## config.mk

```make
export PLATFORM = sky130hd
export DESIGN_NAME = barrel_sweep_sequencer
export DESIGN_NICKNAME = d
export VERILOG_FILES = /design/src/rtl/barrel_sweep_sequencer.sv
export SDC_FILE = /design/constraint.sdc
export NUM_CORES = 1
export LEC_CHECK = 0
export BUFFER_PORTS_ARGS = -buffer_cell sky130_fd_sc_hd__buf_2
export CORE_UTILIZATION = 45
export DETAILED_ROUTE_END_ITERATION = 6
export PLACE_DENSITY = 0.75
export SLEW_MARGIN = 20
export SYNTH_ARGS = -nofsm -noshare
export SYNTH_HDL_FRONTEND = slang
export SYNTH_SLANG_ARGS = --single-unit
```

## constraint.sdc

```tcl
create_clock -name clk -period 1.7 [get_ports clk]
set_input_delay 0.255 -clock clk [delete_from_list [all_inputs] [get_ports clk]]
set_output_delay 0.255 -clock clk [all_outputs]
set_load 0.01 [all_outputs]
```

## src/rtl/barrel_sweep_sequencer.sv

```systemverilog
// Command-driven sweep sequencer: registers a data word and steps the shift amount
// fed to a downstream barrel shifter, capturing each result into a backpressured stream.
module barrel_sweep_sequencer #(
    parameter int N        = 4,
    parameter int NUM_BITS = 2 ** N
) (
    input  logic                clk,
    input  logic                rst_n,
    input  logic                s_valid,
    output logic                s_ready,
    input  logic [NUM_BITS-1:0] s_data,
    input  logic [N-1:0]        s_first,
    input  logic [N-1:0]        s_step,
    input  logic [N:0]          s_len,
    output logic [NUM_BITS-1:0] sh_in,
    output logic [N-1:0]        sh_amount,
    input  logic [NUM_BITS-1:0] sh_out,
    output logic                m_valid,
    input  logic                m_ready,
    output logic [NUM_BITS-1:0] m_data,
    output logic [N-1:0]        m_amount,
    output logic                m_last,
    output logic                busy
);

    typedef enum logic [1:0] {
        IDLE      = 2'd0,
        RUN       = 2'd1,
        LAST_WAIT = 2'd2
    } state_t;

    localparam logic [N:0] LEN_ONE  = (N+1)'(1);
    localparam logic [N:0] LEN_ZERO = (N+1)'(0);

    state_t              state_q, state_d;
    logic [NUM_BITS-1:0] sh_in_q, sh_in_d;
    logic [N-1:0]        sh_amount_q, sh_amount_d;
    logic [N-1:0]        step_q, step_d;
    logic [N:0]          remaining_q, remaining_d;
    logic                m_valid_q, m_valid_d;
    logic [NUM_BITS-1:0] m_data_q, m_data_d;
    logic [N-1:0]        m_amount_q, m_amount_d;
    logic                m_last_q, m_last_d;
    logic                busy_q, busy_d;
    logic                load_s;

    assign load_s = !m_valid_q || m_ready;

    // Next-state and datapath decode; every register holds unless a rule below moves it.
    always_comb begin
        state_d     = state_q;
        sh_in_d     = sh_in_q;
        sh_amount_d = sh_amount_q;
        step_d      = step_q;
        remaining_d = remaining_q;
        m_valid_d   = m_valid_q;
        m_data_d    = m_data_q;
        m_amount_d  = m_amount_q;
        m_last_d    = m_last_q;

        // A consumed result drops unless a new one is loaded over it below.
        if (m_valid_q && m_ready) begin
            m_valid_d = 1'b0;
            m_last_d  = 1'b0;
        end else begin
            m_valid_d = m_valid_q;
            m_last_d  = m_last_q;
        end

        case (state_q)
            IDLE: begin
                if (s_valid) begin
                    sh_in_d     = s_data;
                    sh_amount_d = s_first;
                    step_d      = s_step;
                    remaining_d = s_len;
                    if (s_len != LEN_ZERO) begin
                        state_d = RUN;
                    end else begin
                        state_d = IDLE;
                    end
                end else begin
                    state_d = IDLE;
                end
            end
            RUN: begin
                if (load_s) begin
                    m_data_d    = sh_out;
                    m_amount_d  = sh_amount_q;
                    m_last_d    = (remaining_q == LEN_ONE);
                    m_valid_d   = 1'b1;
                    sh_amount_d = sh_amount_q + step_q;
                    remaining_d = remaining_q - LEN_ONE;
                    if (remaining_q == LEN_ONE) begin
                        state_d = LAST_WAIT;
                    end else begin
                        state_d = RUN;
                    end
                end else begin
                    state_d = RUN;
                end
            end
            LAST_WAIT: begin
                if (m_valid_q && m_ready) begin
                    state_d = IDLE;
                end else begin
                    state_d = LAST_WAIT;
                end
            end
            default: begin
                state_d = IDLE;
            end
        endcase

        busy_d = (state_d != IDLE);
    end

    // State and datapath registers, cleared asynchronously so a reset abandons any sweep.
    always_ff @(posedge clk or negedge rst_n) begin
        if (!rst_n) begin
            state_q     <= IDLE;
            sh_in_q     <= {NUM_BITS{1'b0}};
            sh_amount_q <= {N{1'b0}};
            step_q      <= {N{1'b0}};
            remaining_q <= {(N+1){1'b0}};
            m_valid_q   <= 1'b0;
            m_data_q    <= {NUM_BITS{1'b0}};
            m_amount_q  <= {N{1'b0}};
            m_last_q    <= 1'b0;
            busy_q      <= 1'b0;
        end else begin
            state_q     <= state_d;
            sh_in_q     <= sh_in_d;
            sh_amount_q <= sh_amount_d;
            step_q      <= step_d;
            remaining_q <= remaining_d;
            m_valid_q   <= m_valid_d;
            m_data_q    <= m_data_d;
            m_amount_q  <= m_amount_d;
            m_last_q    <= m_last_d;
            busy_q      <= busy_d;
        end
    end

    assign s_ready   = (state_q == IDLE);
    assign sh_in     = sh_in_q;
    assign sh_amount = sh_amount_q;
    assign m_valid   = m_valid_q;
    assign m_data    = m_data_q;
    assign m_amount  = m_amount_q;
    assign m_last    = m_last_q;
    assign busy      = busy_q;

endmodule

```

# After elaboration in Yosys (flattened, before gate mapping)
# Cells that the tools add are included.
[totals]
register_bits = 54
output_inout_bits = 44
word_cells = 45
[classes]
reduce_logical = 10
n_eq_ne = 5
addsub = 2
muxes = 18
[ops]
columns = ["op", "count"]
rows = [
  ["5-bit two-way mux", 2],
  ["5-bit one-hot mux with 2 select lines", 1],
  ["2-bit two-way mux", 4],
  ["4-bit two-way mux", 2],
  ["4-bit one-hot mux with 2 select lines", 1],
  ["1-bit two-way mux", 7],
  ["2-bit one-hot mux with 3 select lines", 1],
  ["5-bit by 1-bit == test with 1-bit output, second input constant", 1],
  ["5-bit nonzero test", 1],
  ["5-bit by 1-bit subtractor with 5-bit output, second input constant", 1],
  ["4-bit adder", 1],
  ["2-bit inequality test, second input constant", 2],
  ["2-bit AND reduction", 2],
  ["2-bit nonzero test", 2],
  ["3-bit AND reduction", 1],
  ["2-bit by 1-bit == test with 1-bit output, second input constant", 1],
  ["2-bit == test, second input constant", 1],
  ["2-bit zero test", 1],
  ["1-bit logical AND", 1],
  ["1-bit zero test", 1],
  ["1-bit logical OR", 1],
]

# Depth between registers and ports, before layout
[logic_depth]
depth_word = 5
mapped_depth = 7

# Least setup slack after synthesis
# Ideal clock, no wire load.
[synth_path]
kind = "flip-flop to flip-flop"
from = "reg sh_amount_q[2] (netlist: sh_amount[2])"
to = "reg sh_amount_q[3] (netlist: sh_amount[3])"
path_stages_with_launch = 6
period_less_slack_ns = 1.582
slack_ns = 0.118
path_buffers = 0
setup_ns = 0.070
t_arrival_ns = 1.513
t_required_ns = 1.630
cell_sequence = "dfrtp_1 ha_1 and3_1 or3_1 a21oi_1 nand3b_1"
[synth_via]
elab_chain_cells = 3
[synth_lines]
columns = ["element", "line", "text"]
rows = [
  ["start: declaration", "37", "logic [N-1:0] sh_amount_q, sh_amount_d;"],
  ["start signal: assignment", "123", "sh_amount_q <= {N{1'b0}};"],
  ["start signal: assignment", "134", "sh_amount_q <= sh_amount_d;"],
  ["4-bit adder", "92", "sh_amount_d = sh_amount_q + step_q;"],
  ["4-bit two-way mux", "87", "if (load_s) begin"],
  ["4-bit one-hot mux with 2 select lines", "70", "case (state_q)"],
]
# Every way passes these cells. The select of a mux whose other input is x is not followed.
# A chain may end at the register's enable or synchronous reset.

# Worst setup path after layout
# Same ends and word-level chain as after synthesis.

==> metrics <==
clock latency on the worst-skew pair 0.30 ns; Worst R2R Setup Slack 0.1 ns; worst slew pin tran 0.4295 ns; fmax 0.6245 GHz; gpl congestion 0.8324; Crit path arrival time 1.83 ns; Cell Rows 25; Comb pwr share 0.462; total grt overflow 0; Slew headroom 0.7131; final wirelength 4431 um; Required @ worst endpoint 1.93 ns; Internal 3.711 mW; H-tree lvl count 2; fin crit share 0.9420; area fraction of the dominant cell type after synthesis 0.5736; slowest CP cell dfrtp_1; antenna violations before repair 0; cell with the most instances after synthesis dfrtp_1; die area 5529 um2; Residual DRC 0; Clock Tree Buf Depth 2; Synth Instances 187; hpwl dp 3237 um; largest net degree at the start of global routing 55; Layout area overhead 29.10%; Leakage 1.489 nW; root buf cell clkbuf_8; Vias 1,759; MaxCap Viol Count 0; Hold Crit Start s_step[1]; Initial Utilization 0.4828; switching part of the total 0.3601; WHS Endpoint step_q[1]$_DFFE_PN0P_; Fin. Hold Viols 0; status completed; CTS Sinks 54; Synth Register Bits 54; Total GRT Usage 0.1745; width of the die 74.36 um; # Post-CTS Setup Buffers 0; crit path cell chain ha_1 > and3_1 > or3_1 > a21oi_1 > nand3b_1; EDFF count, synth 0; DRT antenna net count 0; end of the worst register-to-register path sh_amount[3]$_DFFE_PN0P_; drt first-iter violations 52; unrepaired setup endpoints after global routing no; vias in the first global route 1,678; # setup viols final 0; Ports 93; Routed wire per std cell 12.55 um; max incr delay on CP 0.39 ns; Synth top cells by count dfrtp_1, mux2_1, mux2_2, nand2_1, nor2_1; Crit Path Max Fanout 3; core box area 4880 um2; Clock Power Share 0.141; first-pass GRT wire length 7327 um; reg2reg path depth 5; 1st-pass router iterations 4; fill count 426; synth top area cells dfrtp_1, mux2_1, mux2_2, ha_1, o21ai_1; Setup crit end kind flip-flop; WHS Path Cells 3; Final nets 340; Avg Cell Area, Syn 12.60 um2; area of the mapped netlist 2356 um2; Port Buffers 92; Worst R2R Start sh_amount[2]$_DFFE_PN0P_; Syn Nets 242; sequential-to-total area share from yosys stat 0.5736; PD cells 1907 nW/um2; Ant. Diodes 0; Top delay family on crit path simple AND/OR/NAND/NOR gates; ys flop type dfrtp_1; Num CTS Buffers 5; critical path startpoint category flip-flop; Reg power frac 0.396; type of the worst min-delay path in2reg; VDD IR max 0.0008920 V; die height 74.36 um; switching pwr 2.088 mW; PostCTS Resize Cnt 0; fraction of registers with async set/reset 1.000; Pins Over Slew Limit 0; Setup CP Type reg2reg; number of synthesis warnings 0; Setup TNS Final 0 ns; worst path bufs/invs 0; Via density 4.983; skew final 0.004274 ns; share of cells above drive strength 1 0.4231; Yosys top cell by area dfrtp_1; Design Area, Final 3042 um2; Fin Hold WS 0.1672 ns; Netlist cell types 34; Tmin final 1.601 ns; Worst-path clk slew 0.09 ns; CTS tree done; placed inst area 2925 um2
==> layout make-up <==
class,instances,area (um2),area share
clock inverters,1,30.03,0.009872
well taps,67,83.83,0.02756
repair buffers,100,560.5,0.1843
clock buffers,7,76.32,0.02509
multi-input cells,119,920.9,0.3028
inverters,5,18.77,0.006170
flip-flops and latches,54,1351,0.4443
==> power by group through the flow <==
| stage | Sequential (mW) | Combinational [mW] | Clock, mW |
|---|---|---|---|
| CTS | 2.30 | 2.73 | 0.851 |
| global placement | 2.29 | 2.64 | 0 |
| finish | 2.30 | 2.68 | 0.821 |
| detailed placement | 2.32 | 2.73 | 0 |
| floorplan | 2.54 | 1.51 | 0 |
| global route | 2.40 | 3.01 | 0.893 |
==> registers in the layout, indices dropped and copies added (netlist names) <==
signal and flops:
m_valid 1, remaining_q 5, m_data 16, state_q 2, step_q 4, m_last 1
busy 1, sh_amount 4, m_amount 4, sh_in 16
==> timing repair <==
action / CTS / global route
endpoints found under the hold margin: 54 / 0
hold buffers: 1 / 0
endpoints found under the setup margin: 0 / 0
==> tightest hold or removal path, stage by stage <==
cell and delay (ns):
buf_2 0.07, nand2_1 0.04, o21ai_1 0.06
==> cell usage in the layout (no fill, tap or decap), types with 2 or more instances in the layout <==
master | synthesis | routed
buf_2 | 3 | 92
dfrtp_1 | 54 | 54
mux2_1 | 25 | 25
mux2_2 | 14 | 14
nand2_1 | 12 | 12
nor2_1 | 12 | 11
o21ai_1 | 11 | 11
a21oi_1 | 9 | 9
inv_1 | 5 | 5
o21ai_0 | 5 | 5
ha_1 | 5 | 5
clkbuf_8 | 0 | 5
buf_4 | 2 | 4
nor3_1 | 3 | 3
buf_12 | 0 | 3
nor2b_1 | 2 | 2
nand3b_1 | 2 | 2
and3_1 | 2 | 2
or3_1 | 2 | 2
clkbuf_1 | 1 | 2
==> per-stage QoR <==
stage	total power [mW]	utilization	cells	worst slack (ns)
2_1_floorplan	4.054	-	187	0.1176
3_3_place_gp	4.933	0.5995	344	0.1551
3_5_place_dp	5.045	0.5995	344	0.1204
4_1_cts	5.884	0.6233	353	0.09286
5_1_grt	6.302	0.6233	353	0.002760
6_report	5.799	0.6233	353	0.09863
==> worst max-delay path by stage <==
stage | from | cells past startpoint | to | slack [ns]
6_report | sh_amount[2]$_DFFE_PN0P_ | 5 | sh_amount[3]$_DFFE_PN0P_ | 0.1
5_1_grt | sh_amount[2]$_DFFE_PN0P_ | 5 | sh_amount[3]$_DFFE_PN0P_ | 0.003
4_1_cts | sh_amount[2]$_DFFE_PN0P_ | 5 | sh_amount[3]$_DFFE_PN0P_ | 0.09
3_5_place_dp | sh_amount[2]$_DFFE_PN0P_ | 5 | sh_amount[3]$_DFFE_PN0P_ | 0.12
3_3_place_gp | sh_amount[2]$_DFFE_PN0P_ | 5 | sh_amount[3]$_DFFE_PN0P_ | 0.16
2_1_floorplan | sh_amount[2]$_DFFE_PN0P_ | 5 | sh_amount[3]$_DFFE_PN0P_ | 0.12
==> layer usage <==
metal  vias up  track usage  part of all wire
met4         0      0.03774            0.0095
met5         -            0                 0
met1       844       0.2238              0.44
met2        59       0.2960              0.48
li1        851            -                 -
met3         5      0.05014             0.065
==> kinds of logic after synthesis <==
group                      count (synthesis)  share of synthesized area
DFF                                       54                     0.5736
xor gates and xnor gates                   1                   0.003718
buffers and inverters                     14                    0.03664
and+or+nand+nor                           42                    0.08815
adders and majority gates                  6                    0.03505
AOI/OAI and AO/OA                         30                    0.07222
muxes                                     40                     0.1907
Power figures use the tool's default switching activity.
